File: src/rtl/hero_write_rx.sv
// hero_write_rx: frames hero write beats into transactions, buffers them in a
// credit-managed FIFO, returns credits on pop and flags protocol errors.
module hero_write_rx #(
  parameter int HERO_WIDTH = 36,
  parameter int DEPTH      = 8,
  parameter int MAX_BEATS  = 16
) (
  input  logic                  clk,
  input  logic                  rst_n,
  input  logic [1:0]            hw_cycle_type,
  input  logic [HERO_WIDTH-1:0] hw_wdat,
  input  logic                  hw_clk_en,
  output logic                  crd_rtn,
  output logic                  out_vld,
  input  logic                  out_rdy,
  output logic [HERO_WIDTH-1:0] out_dat,
  output logic                  out_last,
  output logic [15:0]           txn_cnt,
  output logic                  err_ovf,
  output logic                  err_len,
  output logic                  err_illegal,
  input  logic                  err_clr
);
  localparam int AW = $clog2(DEPTH);
  localparam int BW = $clog2(MAX_BEATS);
  typedef enum logic [1:0] {IDLE, BODY, DROP} state_e;
  state_e                state_q, state_d;
  logic [BW-1:0]         beat_cnt_q, beat_cnt_d;
  logic [HERO_WIDTH:0]   mem_q [DEPTH];
  logic [AW-1:0]         wr_ptr_q, rd_ptr_q;
  logic [AW:0]           cnt_q, cnt_d;
  logic [15:0]           txn_cnt_q;
  logic                  crd_q, ovf_q, len_q, ill_q;
  logic                  is_vld, is_done, is_ill, len_hit;
  logic                  wr_req, wr_last, pop, full, push, ovf_set;
  assign is_vld  = hw_clk_en && hw_cycle_type == 2'd1;
  assign is_done = hw_clk_en && hw_cycle_type == 2'd2;
  assign is_ill  = hw_clk_en && hw_cycle_type == 2'd3;
  assign len_hit = state_q == BODY && is_vld && beat_cnt_q == BW'(MAX_BEATS - 1);
  always_ff @(posedge clk or negedge rst_n)
    if (!rst_n) begin
      state_q    <= IDLE;
      beat_cnt_q <= '0;
    end else begin
      state_q    <= state_d;
      beat_cnt_q <= beat_cnt_d;
    end
  always_comb begin
    state_d    = state_q;
    beat_cnt_d = beat_cnt_q;
    if (is_vld || is_done)
      case (state_q)
        IDLE: begin
          state_d    = is_vld ? BODY : IDLE;
          beat_cnt_d = is_vld ? BW'(1) : '0;
        end
        BODY: begin
          state_d    = is_done ? IDLE : (len_hit ? DROP : BODY);
          beat_cnt_d = (is_done || len_hit) ? '0 : beat_cnt_q + 1'b1;
        end
        DROP: begin
          state_d    = is_done ? IDLE : DROP;
          beat_cnt_d = '0;
        end
        default: begin
          state_d    = IDLE;
          beat_cnt_d = '0;
        end
      endcase
  end
  always_comb begin
    wr_req  = (is_vld || is_done) && state_q != DROP;
    wr_last = is_done || len_hit;
  end
  // A full FIFO still accepts a push when the same-cycle pop frees the slot.
  assign pop     = out_vld && out_rdy;
  assign full    = cnt_q == (AW+1)'(DEPTH);
  assign push    = wr_req && (!full || pop);
  assign ovf_set = wr_req && full && !pop;
  assign cnt_d   = cnt_q + (AW+1)'(push) - (AW+1)'(pop);
  always_ff @(posedge clk or negedge rst_n)
    if (!rst_n) begin
      wr_ptr_q  <= '0;
      rd_ptr_q  <= '0;
      cnt_q     <= '0;
      txn_cnt_q <= '0;
      crd_q     <= 1'b0;
      ovf_q     <= 1'b0;
      len_q     <= 1'b0;
      ill_q     <= 1'b0;
    end else begin
      wr_ptr_q  <= wr_ptr_q + AW'(push);
      rd_ptr_q  <= rd_ptr_q + AW'(pop);
      cnt_q     <= cnt_d;
      txn_cnt_q <= txn_cnt_q + 16'(wr_req && wr_last);
      crd_q     <= pop;
      ovf_q     <= ovf_set || (ovf_q && !err_clr);
      len_q     <= len_hit || (len_q && !err_clr);
      ill_q     <= is_ill || (ill_q && !err_clr);
    end
  always_ff @(posedge clk)
    if (push) mem_q[wr_ptr_q] <= {wr_last, hw_wdat};
  assign out_vld     = cnt_q != '0;
  assign out_dat     = out_vld ? mem_q[rd_ptr_q][HERO_WIDTH-1:0] : '0;
  assign out_last    = out_vld && mem_q[rd_ptr_q][HERO_WIDTH];
  assign crd_rtn     = crd_q;
  assign txn_cnt     = txn_cnt_q;
  assign err_ovf     = ovf_q;
  assign err_len     = len_q;
  assign err_illegal = ill_q;
endmodule
File: config.mk
export PLATFORM = sky130hd
export DESIGN_NAME = hero_write_rx
export DESIGN_NICKNAME = d
export VERILOG_FILES = /design/src/rtl/hero_write_rx.sv
export SDC_FILE = /design/constraint.sdc
export NUM_CORES = 1
export LEC_CHECK = 0
export BUFFER_PORTS_ARGS = -buffer_cell sky130_fd_sc_hd__buf_4
export CORE_MARGIN = 2
export CORE_UTILIZATION = 35
export DETAILED_ROUTE_END_ITERATION = 8
export PLACE_DENSITY = 0.6
export SLEW_MARGIN = 30
export SYNTH_ARGS = -nofsm -noshare
export SYNTH_HDL_FRONTEND = slang
export SYNTH_SLANG_ARGS = --single-unit
File: constraint.sdc
create_clock -name clk -period 5.5 [get_ports clk]
set_clock_uncertainty 0.1 [all_clocks]
set_input_delay 0.825 -clock clk [delete_from_list [all_inputs] [get_ports clk]]
set_output_delay 0.825 -clock clk [all_outputs]
set_load 0.05 [all_outputs]
# [After elaboration in Yosys (flattened, before gate mapping)]
# Memory sizes are Yosys's and may differ from the RTL's.
# Index checks and enable logic that the tools add are counted.
[word_totals] register_bits=36 ramBits=296 inputBits=43 out_inout_bits=58 wordCells=62 n_memories=1
[memory_table] memory="mem_q" words=8 word_bits=37 read_ports=1 rd_clocked_by_memory_dff=0 wr=1 line="29" text="logic [HERO_WIDTH:0] mem_q [DEPTH];"
[classes] addsub=6 eq_ne=8 mux=11 reduce_logical=26
[ops] cell="$mux W36" n=1
[ops] cell="$add A16 B1 Y16" n=1
[ops] cell="$logic_and A1 B1 Y1" n=15
[ops] cell="$eq A4 B4 Y1 const B" n=2
[ops] cell="$pmux W4 S2" n=1
[ops] cell="$add A3 B1 Y3" n=2
[ops] cell="$eq A2 B2 Y1 const B" n=3
[ops] cell="$logic_or A1 B1 Y1" n=6
[ops] cell="$mux W2" n=3
[ops] cell="$pmux W2 S3" n=1
[ops] cell="$add A4 B1 Y4" n=1
[ops] cell="$add A4 B1 Y4 const B" n=1
[ops] cell="$eq A2 B1 Y1 const B" n=2
[ops] cell="$mux W1" n=4
[ops] cell="$mux W4" n=1
[ops] cell="$reduce_bool A4 Y1" n=1
[ops] cell="$sub A4 B1 Y4" n=1
[ops] cell="$logic_not A1 Y1" n=3
[ops] cell="$logic_not A2 Y1" n=1
[ops] cell="$ne A2 B2 Y1 const B" n=1

# [Logic depth before layout (Yosys ltp)]
# Gate-level depths: netlist of the first run.
[depth] depth_word=7 ltp_mapped=11 ltp_nobuf=11

# [Worst setup path after synthesis of the first run]
# No wires, ideal clock.
[synth_path] path_kind="in2reg" startpoint="input port hw_cycle_type[0]" endpoint="memory mem_q[0][0] (netlist bit), enable pin" setup_ps=524 t_arrival_ps=5058 required_time_ps=4876 path_slack_ps=-181 cell_stages=5 n_path_buf=1 cell_sequence="buf_2 -> xor2_2 -> and2_2 -> nand3_4 -> nor4_1"
[synth_via] elab_chain_len=7 word_cells_on_any_way=9 classes_between="eq/ne: 2; mux: 2; reduce/logical: 5"
[synth_rtl] element="from (decl)" line="10" text="input logic [1:0] hw_cycle_type,"
[synth_rtl] element="$eq A2 B1 Y1 or $eq A2 B2 Y1 (tied branches)" line="36, 37"
[synth_rtl] element="$logic_and A1 B1 Y1 (on tied branches)" line="36, 37"
[synth_rtl] element="$logic_or A1 B1 Y1 *" line="72" text="wr_req = (is_vld || is_done) && state_q != DROP;"
[synth_rtl] element="$logic_and A1 B1 Y1 *" line="72"
[synth_rtl] element="$logic_and A1 B1 Y1 *" line="78" text="assign push = wr_req && (!full || pop);"
[synth_rtl] element="$mux W1 *" line="102" text="if (push) mem_q[wr_ptr_q] <= {wr_last, hw_wdat};"
[synth_rtl] element="$mux W1 (implied by the code) *" line="102"
[synth_rtl] element="to (decl)" line="29"
# Mark *: on every way between the ends. The rest lies on a longest branch, timed or not.

# [Final worst setup path of the first run]
[layout_path] startpoint="register rd_ptr_q[0]" endpoint="output port out_dat[20]"
[layout_via] elab_chain_len=2
[layout_rtl] element="from (decl)" line="30" text="logic [AW-1:0] wr_ptr_q, rd_ptr_q;"
[layout_rtl] element="from (signal assigned)" line="93" text="rd_ptr_q <= rd_ptr_q + AW'(pop);"
[layout_rtl] element="$mem_v2 Z8 W37"
[layout_rtl] element="$mux W36" line="104" text="assign out_dat = out_vld ? mem_q[rd_ptr_q][HERO_WIDTH-1:0] : '0;"
[layout_rtl] element="to (decl)" line="16" text="output logic [HERO_WIDTH-1:0] out_dat,"
# No other way between the ends.

==> metrics.md, run 1 <==
| Metric | Value |
|---|---|
| Core area | between 0.03 and 0.04 mm² |
| Class of the worst hold path | input port to asynchronous set/reset pin |
| Pin count of the biggest net entering global routing | 54 |
| Power per cell area | 552 mW/mm² |
| Max clock buf depth | 3 |
| Critical path required time | around 4.6 ns |
| Critical Path, Cell by Cell | buf_12 -> mux4_1 -> a22o_1 -> buf_4 |
| Worst vdd ir | about 260 µV |
| Fin crit share | 0.704 |
| Row cnt | 70 |
| Final Critical Period | 3.87 ns |
| Flop and latch count out of synthesis | approximately 330 |
| Non-Filler Instances | between 1,000 and 1,500 |
| Die height | between 150 and 200 µm |
| Pre-antenna DRT Iters | 4 |
| Post-Route Setup TNS | 0 ns |
| Commonest cells in the netlist | edfxtp_1 (296), mux4_2 (48), a22o_1 (38), dfrtp_1 (36), mux4_1 (26) |
| Dominant cell type by area after synthesis | edfxtp_1 |
| Count leader, synth | edfxtp_1 |
| First-pass GRT wire length | between 30 and 40 mm |
| Max frequency | 0.258 GHz |
| Worst skew pair latency | ~0.50 ns |
| Crit Path Max Fanout | 41 |
| Reg2reg path depth | 7 |
| Count of cells resized by post-cts repair | 0 |
| Vias in the first global route | 6,380 |
| Post-Syn Area | between 0.01 and 0.015 mm² |
| Leakage | 5.51 nW |
| Register area | roughly 0.0098 mm² |
| Worst Tran Pin Value | between 0.9 and 1 ns |
| Final Cell Area | 0.0156 mm² |
| DIE AREA | 0.0389 mm² |
| Final setup vio count | 0 |
| Fillers | 3,157 |
| RSZ-0062 raised after global routing | no |
| # hold bufs at CTS | 0 |
| Setup slack after layout | approximately 1.6 ns |
| Routed WL | around 26 mm |
| Post-DP Area | 0.0144 mm² |
| CTS Buf Count | 35 |
| Synth Area in Simple Gates | 0.0338 |
| Syn Nets | around 660 |
| Post-DR wirelength/cell | approximately 21 µm |
| Routed vias | slightly above 6,000 |
| Buffers on Ports | 100 |
| Post-Synth Adder-Cell Area | 0.0149 |
| Main combinational cell family by area after synthesis | multiplexers |
| All-layer global routing usage | 0.133 |
| Post-synth EDFFs | approximately 300 |
| DRT iter0 DRCs | between 400 and 500 |
| Root buf cell | clkbuf_16 |
| Post-CTS Setup Inserts | 0 |
| Routability cong. | roughly 0.74 |
| DRC Markers | 0 |
| Vias per cell | 5.07 |
| Ys flop type | edfxtp_1 |
| Die width | approximately 200 µm |
| Clk slew on worst S/H paths | roughly 0.060 ns |
| Post-synthesis mux area share | 0.136 |
| Hold Slack | roughly 0.18 ns |
| Xor/xnor share of the synthesized area | 0.0133 |
| IO Pins | a little over 100 |
| Crit start category | register |
| Max-slew violations | 0 |
| Antenna violations before repair | 0 |
| Starting Density | 0.356 |
| Max-cap violations | 0 |
| Slowest cell on crit path | dfrtp_4 |
| Top cell type's share of synthesized area | 0.680 |
| Synth Area in Compound Gates | 0.0336 |
| Post-synthesis sequential area ratio | 0.749 |
| Total gr overflow | 0 |
| Critical path's largest stage delay | 1.00 ns |
| Fraction of registers with async set/reset | 0.108 |
| Arr. time, crit path | around 2.9 ns |
| Post-Syn Instances | around 600 |
| Post-route antenna net violation count | 0 |
| Max_slew headroom | 0.380 |
| Worst slack at placement | 2.08 ns |
| Multi-input logic area | ~0.0031 mm² |
| Hpwl dp | between 10 and 15 mm |
| Syn Area/Cell | approximately 22 µm² |
| Top cells by area, synth | edfxtp_1 (68%), mux4_2 (8.3%), dfrtp_1 (6.9%), mux4_1 (5.2%), a22o_1 (2.5%) |
| Status | finished, final reports clean |
| Layout area overhead | 19.5% |
| Distinct cell type count of the synthesized netlist | 48 |
| Fin nets | around 790 |
| Final Hold Fails | 0 |
| Setup crit end kind | output port |
| Critical path class | register to output port |
| Fraction of layout cells with a size suffix above 1 | 0.306 |
| Ys Warns | 0 |
| CTS tree | done |
| CTS Sinks | around 330 |
| H-tree depth | 2 |
| Placed cells | roughly 1,200 |
==> cell families after synthesis <==
logic type,count (synthesis)
xor gates and xnor gates,19
muxes,75
adders and majority gates,15
DFF,332
buffers and inverters,40
AOI/OAI and AO/OA,56
and+or+nand+nor,69
==> flip-flops by register name, indices dropped and copies added (netlist names) <==
name and flops:
err_ovf 1, beat_cnt_q 4, err_len 1, rd_ptr_q 3, state_q 2, cnt_q 4
txn_cnt 16, err_illegal 1, mem_q 296, wr_ptr_q 3, crd_rtn 1
==> routing by layer <==
layer / vias up / routed length (µm) / global-route usage
met5: - / 0 / 0
met4: 0 / 338 / 0.0309
met3: 29 / 1170 / 0.0278
met2: 117 / 12800 / 0.220
met1: 3269 / 11300 / 0.181
li1: 2780 / - / -
==> area by class of cell <==
cell class                      count  share of cell area
Clock buffer                       39              0.0598
Tap cell                          468              0.0375
Sequential cell                   332               0.627
Antenna cell                        1            0.000160
Timing Repair Buffer              112              0.0554
Inverter                           13             0.00312
Multi-Input combinational cell    234               0.199
Clock inverter                     22              0.0180
==> report_power, final <==
group | internal [W] | switching [W] | total, W
registers | 0.00299 | 0.000300 | 0.00329
logic | 0.00113 | 0.00175 | 0.00288
clock network | 0.00155 | 0.000908 | 0.00245
==> cell usage in the layout (no fill, tap or decap), types with 5 or more instances in the layout <==
master / count
nor2_1: 5
nand2b_1: 5
mux4_2: 48
clkinv_1: 8
inv_1: 12
nand2_1: 18
xor2_1: 8
clkinv_2: 5
xnor2_1: 10
bufinv_16: 7
dfrtp_1: 34
o21ai_0: 5
ha_1: 14
edfxtp_1: 296
buf_4: 110
nand4_1: 7
mux4_1: 26
clkbuf_16: 37
nand3_1: 9
a22o_1: 38
==> worst max-delay path, delay by kind of cell (launching register included) <==
family          cells  cell delay, ns
compound gates      1            0.20
buf+inv             2            0.54
flops               1            1.00
mux                 1            0.66
==> through the flow <==
stage,power (W),util
6_report,0.00862,0.426
5_1_grt,0.00900,0.426
4_1_cts,0.00877,0.425
3_3_place_gp,0.00627,0.392
2_1_floorplan,0.00542,-
3_5_place_dp,0.00629,0.392
==> final timing paths <==
check,endpoint,slack (ns),from
setup / recovery,out_dat[20],1.63,rd_ptr_q[0]
hold / removal,txn_cnt[11],0.18,rst_n
setup reg to reg,mem_q[2][20],2.66,cnt_q[2]
hold reg to reg,txn_cnt[15],0.37,txn_cnt[15]
max in group asynchronous,rd_ptr_q[0],4.75,rst_n
min in group clk,txn_cnt[15],0.37,txn_cnt[15]
Power figures use the tool's default switching activity.
==> run 2: changes to the inputs <==
Clock period 5.5 ns to 3.3 ns, I/O delays scaled along.
==> run 2 against run 1 <==
Against the previous run:
- critical path depth is the same
- sequential cell count did not move
- count of clock-buffer cells in the layout rose by 14
- largest cell class unchanged
- largest power group unchanged
==> metrics.md, run 2 (same netlist as run 1, synthesis figures left out) <==
| Metric | Value |
|---|---|
| Status | finished, final reports clean |
| Pin count of the biggest net entering global routing | 43 (-20%) |
| Buffers on Ports | 100 (unchanged) |
| GRT met2 Usage | 0.228 (+0.00809) |
| Starting Density | 0.356 (unchanged) |
| CTS tree | done |
| Power per cell area | 896 mW/mm² (+62%) |
| IO Pins | 101 (unchanged) |
| DIE AREA | 0.0389 mm² (unchanged) |
| First-pass GRT wire length | 40.2 mm (+2.9%) |
| Reg2reg end | txn_cnt[15] |
| Register area | 0.00980 mm² (unchanged) |
| Placed cells | 1,174 (+1.3%) |
| Post-route antenna net violation count | 0 (unchanged) |
| Post-DP Area | 0.0146 mm² (+1.3%) |
| Multi-input logic area | 0.00310 mm² (-0.32%) |
| Worst Tran Pin Value | 0.645 ns (-0.280 ns) |
| Setup crit end kind | output port |
| Hold Path Depth | 2 |
| H-tree depth | 2 (unchanged) |
| Worst vdd ir | 385 µV (+49%) |
| Class of the worst hold path | input port to register |
| CTS Sinks | 332 (unchanged) |
| DRT iter0 DRCs | 451 (-1.3%) |
| Max_slew headroom | 0.570 (+0.190) |
| RSZ-0062 raised after global routing | no |
| Max-slew violations | 0 (unchanged) |
| Fin nets | 803 (+2.2%) |
| Max clock buf depth | 3 (unchanged) |
| Hold Slack | 0.0897 ns (-0.0946 ns) |
| All-layer global routing usage | 0.137 (+0.00435) |
| Row cnt | 70 (unchanged) |
| Fraction of layout cells with a size suffix above 1 | 0.313 (+0.00673) |
| Routed WL | 26.3 mm (+2.7%) |
| Post-CTS Setup Inserts | 0 (unchanged) |
| Routability cong. | 0.718 (-3.6%) |
| Total gr overflow | 0 (unchanged) |
| Routed vias | 6,336 (+2.3%) |
| Worst hold endpoint | err_ovf |
| Final setup vio count | 0 (unchanged) |
| Layout area overhead | 19.9% |
| Die height | 197 µm (unchanged) |
| Clk slew on worst S/H paths | 0.06 ns (about the same) |
| Worst skew pair latency | 0.50 ns (about the same) |
| Reg2Reg Setup Slack | 0.65 ns (-2.01 ns) |
| Max-cap violations | 0 (unchanged) |
| Met1 Use GR | 0.184 (+0.00308) |
| Commonest non-fill, non-tap cells in the layout | edfxtp_1 (296), buf_4 (119), mux4_2 (48) |
| Fin crit share | 0.956 |
| Reg2reg path depth | 8 (+1) |
| Final Cell Area | 0.0157 mm² (+0.28%) |
| Max frequency | between 0.3 and 0.4 GHz |
| DRC Markers | 0 (unchanged) |
| Critical path required time | 2.70 ns (-1.88 ns) |
| Commonest non-fill, non-tap cell in the layout | edfxtp_1 |
| Post-DR wirelength/cell | 21.2 µm (+1.2%) |
| Max FFs per register | 296 (unchanged) |
| Vias in the first global route | 6,715 (+5.3%) |
| HP Start | err_clr |
| Non-Filler Instances | 1,240 (+1.6%) |
| Critical path class | register to output port |
| GRT busiest layer | met2 |
| Core area | 0.0367 mm² (unchanged) |
| Largest register by flop count | mem_q |
| Final Critical Period | ~3.2 ns |
| Final Hold Fails | 0 (unchanged) |
| Pre-antenna DRT Iters | 4 (unchanged) |
| Root buf cell | clkbuf_16 |
| Met3 GRT Util | 0.0309 (+0.00307) |
| Die width | 197 µm (unchanged) |
| Crit start category | register |
| CTS Buf Count | 36 (+2.9%) |
| Crit Path Max Fanout | 25 (-39%) |
| Vias per cell | 5.11 (+0.71%) |
| Antenna violations before repair | 1 (+1) |
| Arr. time, crit path | 2.56 ns (-0.38 ns) |
| Fillers | 3,162 (+0.16%) |
| Leakage | 5.53 nW (+0.39%) |
| Reg-to-Reg Start | beat_cnt_q[0] |
| Hpwl dp | 15.1 mm (+2.7%) |
-- run 2: changes by cell type in the layout (fill, tap and decap cells not counted), moves of 3 or more --
cell       delta
buf_12        +6
buf_4         +9
bufinv_16     -7
clkbuf_1     +11
clkbuf_8      +3
clkinv_1      -4
-- run 2: critical path, cell delays in order, from the launching register on --
cell	delay, ns
dfrtp_4	0.75
buf_4	0.30
mux4_1	0.57
a22o_1	0.23
buf_4	0.20
-- run 2: how the worst max path moves through the flow --
stage	start	end
2_1_floorplan	hw_cycle_type[0]	mem_q[3][0]
3_3_place_gp	rd_ptr_q[0]	out_dat[11]
3_5_place_dp	rd_ptr_q[0]	out_dat[22]
4_1_cts	rd_ptr_q[0]	out_dat[22]
5_1_grt	rd_ptr_q[0]	out_dat[22]
6_report	rd_ptr_q[0]	out_dat[22]
-- run 2: area by class of cell --
cell class	instances	area share
flip-flops and latches	332	0.625
multi-input cells	234	0.198
repair buffers	128	0.0679
clock buffers	53	0.0649
well taps	468	0.0374
clock inverters	11	0.00351
inverters	13	0.00312
diodes	1	0.000160
-- run 2: timing repair --
item | CTS | global route
hold buffers | 1 | 0
endpoints found under the hold margin | 36 | 0
setup endpoints to repair | 0 | 0
resized for setup | 0 | 0
-- run 2: where the power goes --
part	leakage (nW)	total (W)	switching, W	internal [W]
clock network	0.519	0.00364	0.00151	0.00213
registers	3.14	0.00539	0.000404	0.00498
logic	1.87	0.00501	0.00301	0.00199
-- run 2: routing by layer --
| layer | vias up | share of wire |
|---|---|---|
| li1 | 2815 | - |
| met1 | 3344 | 0.44 |
| met2 | 135 | 0.49 |
| met3 | 42 | 0.052 |
| met4 | 0 | 0.018 |
| met5 | - | 0 |
-- run 2: metrics by stage --
| step | setup WS (ns) | setup TNS (ns) | util | power, W |
|---|---|---|---|---|
| global placement | 0.634 | 0 | 0.397 | 0.0105 |
| finish | 0.144 | 0 | 0.427 | 0.0140 |
| floorplan | -1.08 | -160.51 | - | 0.00903 |
| global route | 0.00620 | 0 | 0.427 | 0.0147 |
| CTS | 0.0805 | 0 | 0.427 | 0.0143 |
| detailed placement | 0.626 | 0 | 0.397 | 0.0106 |
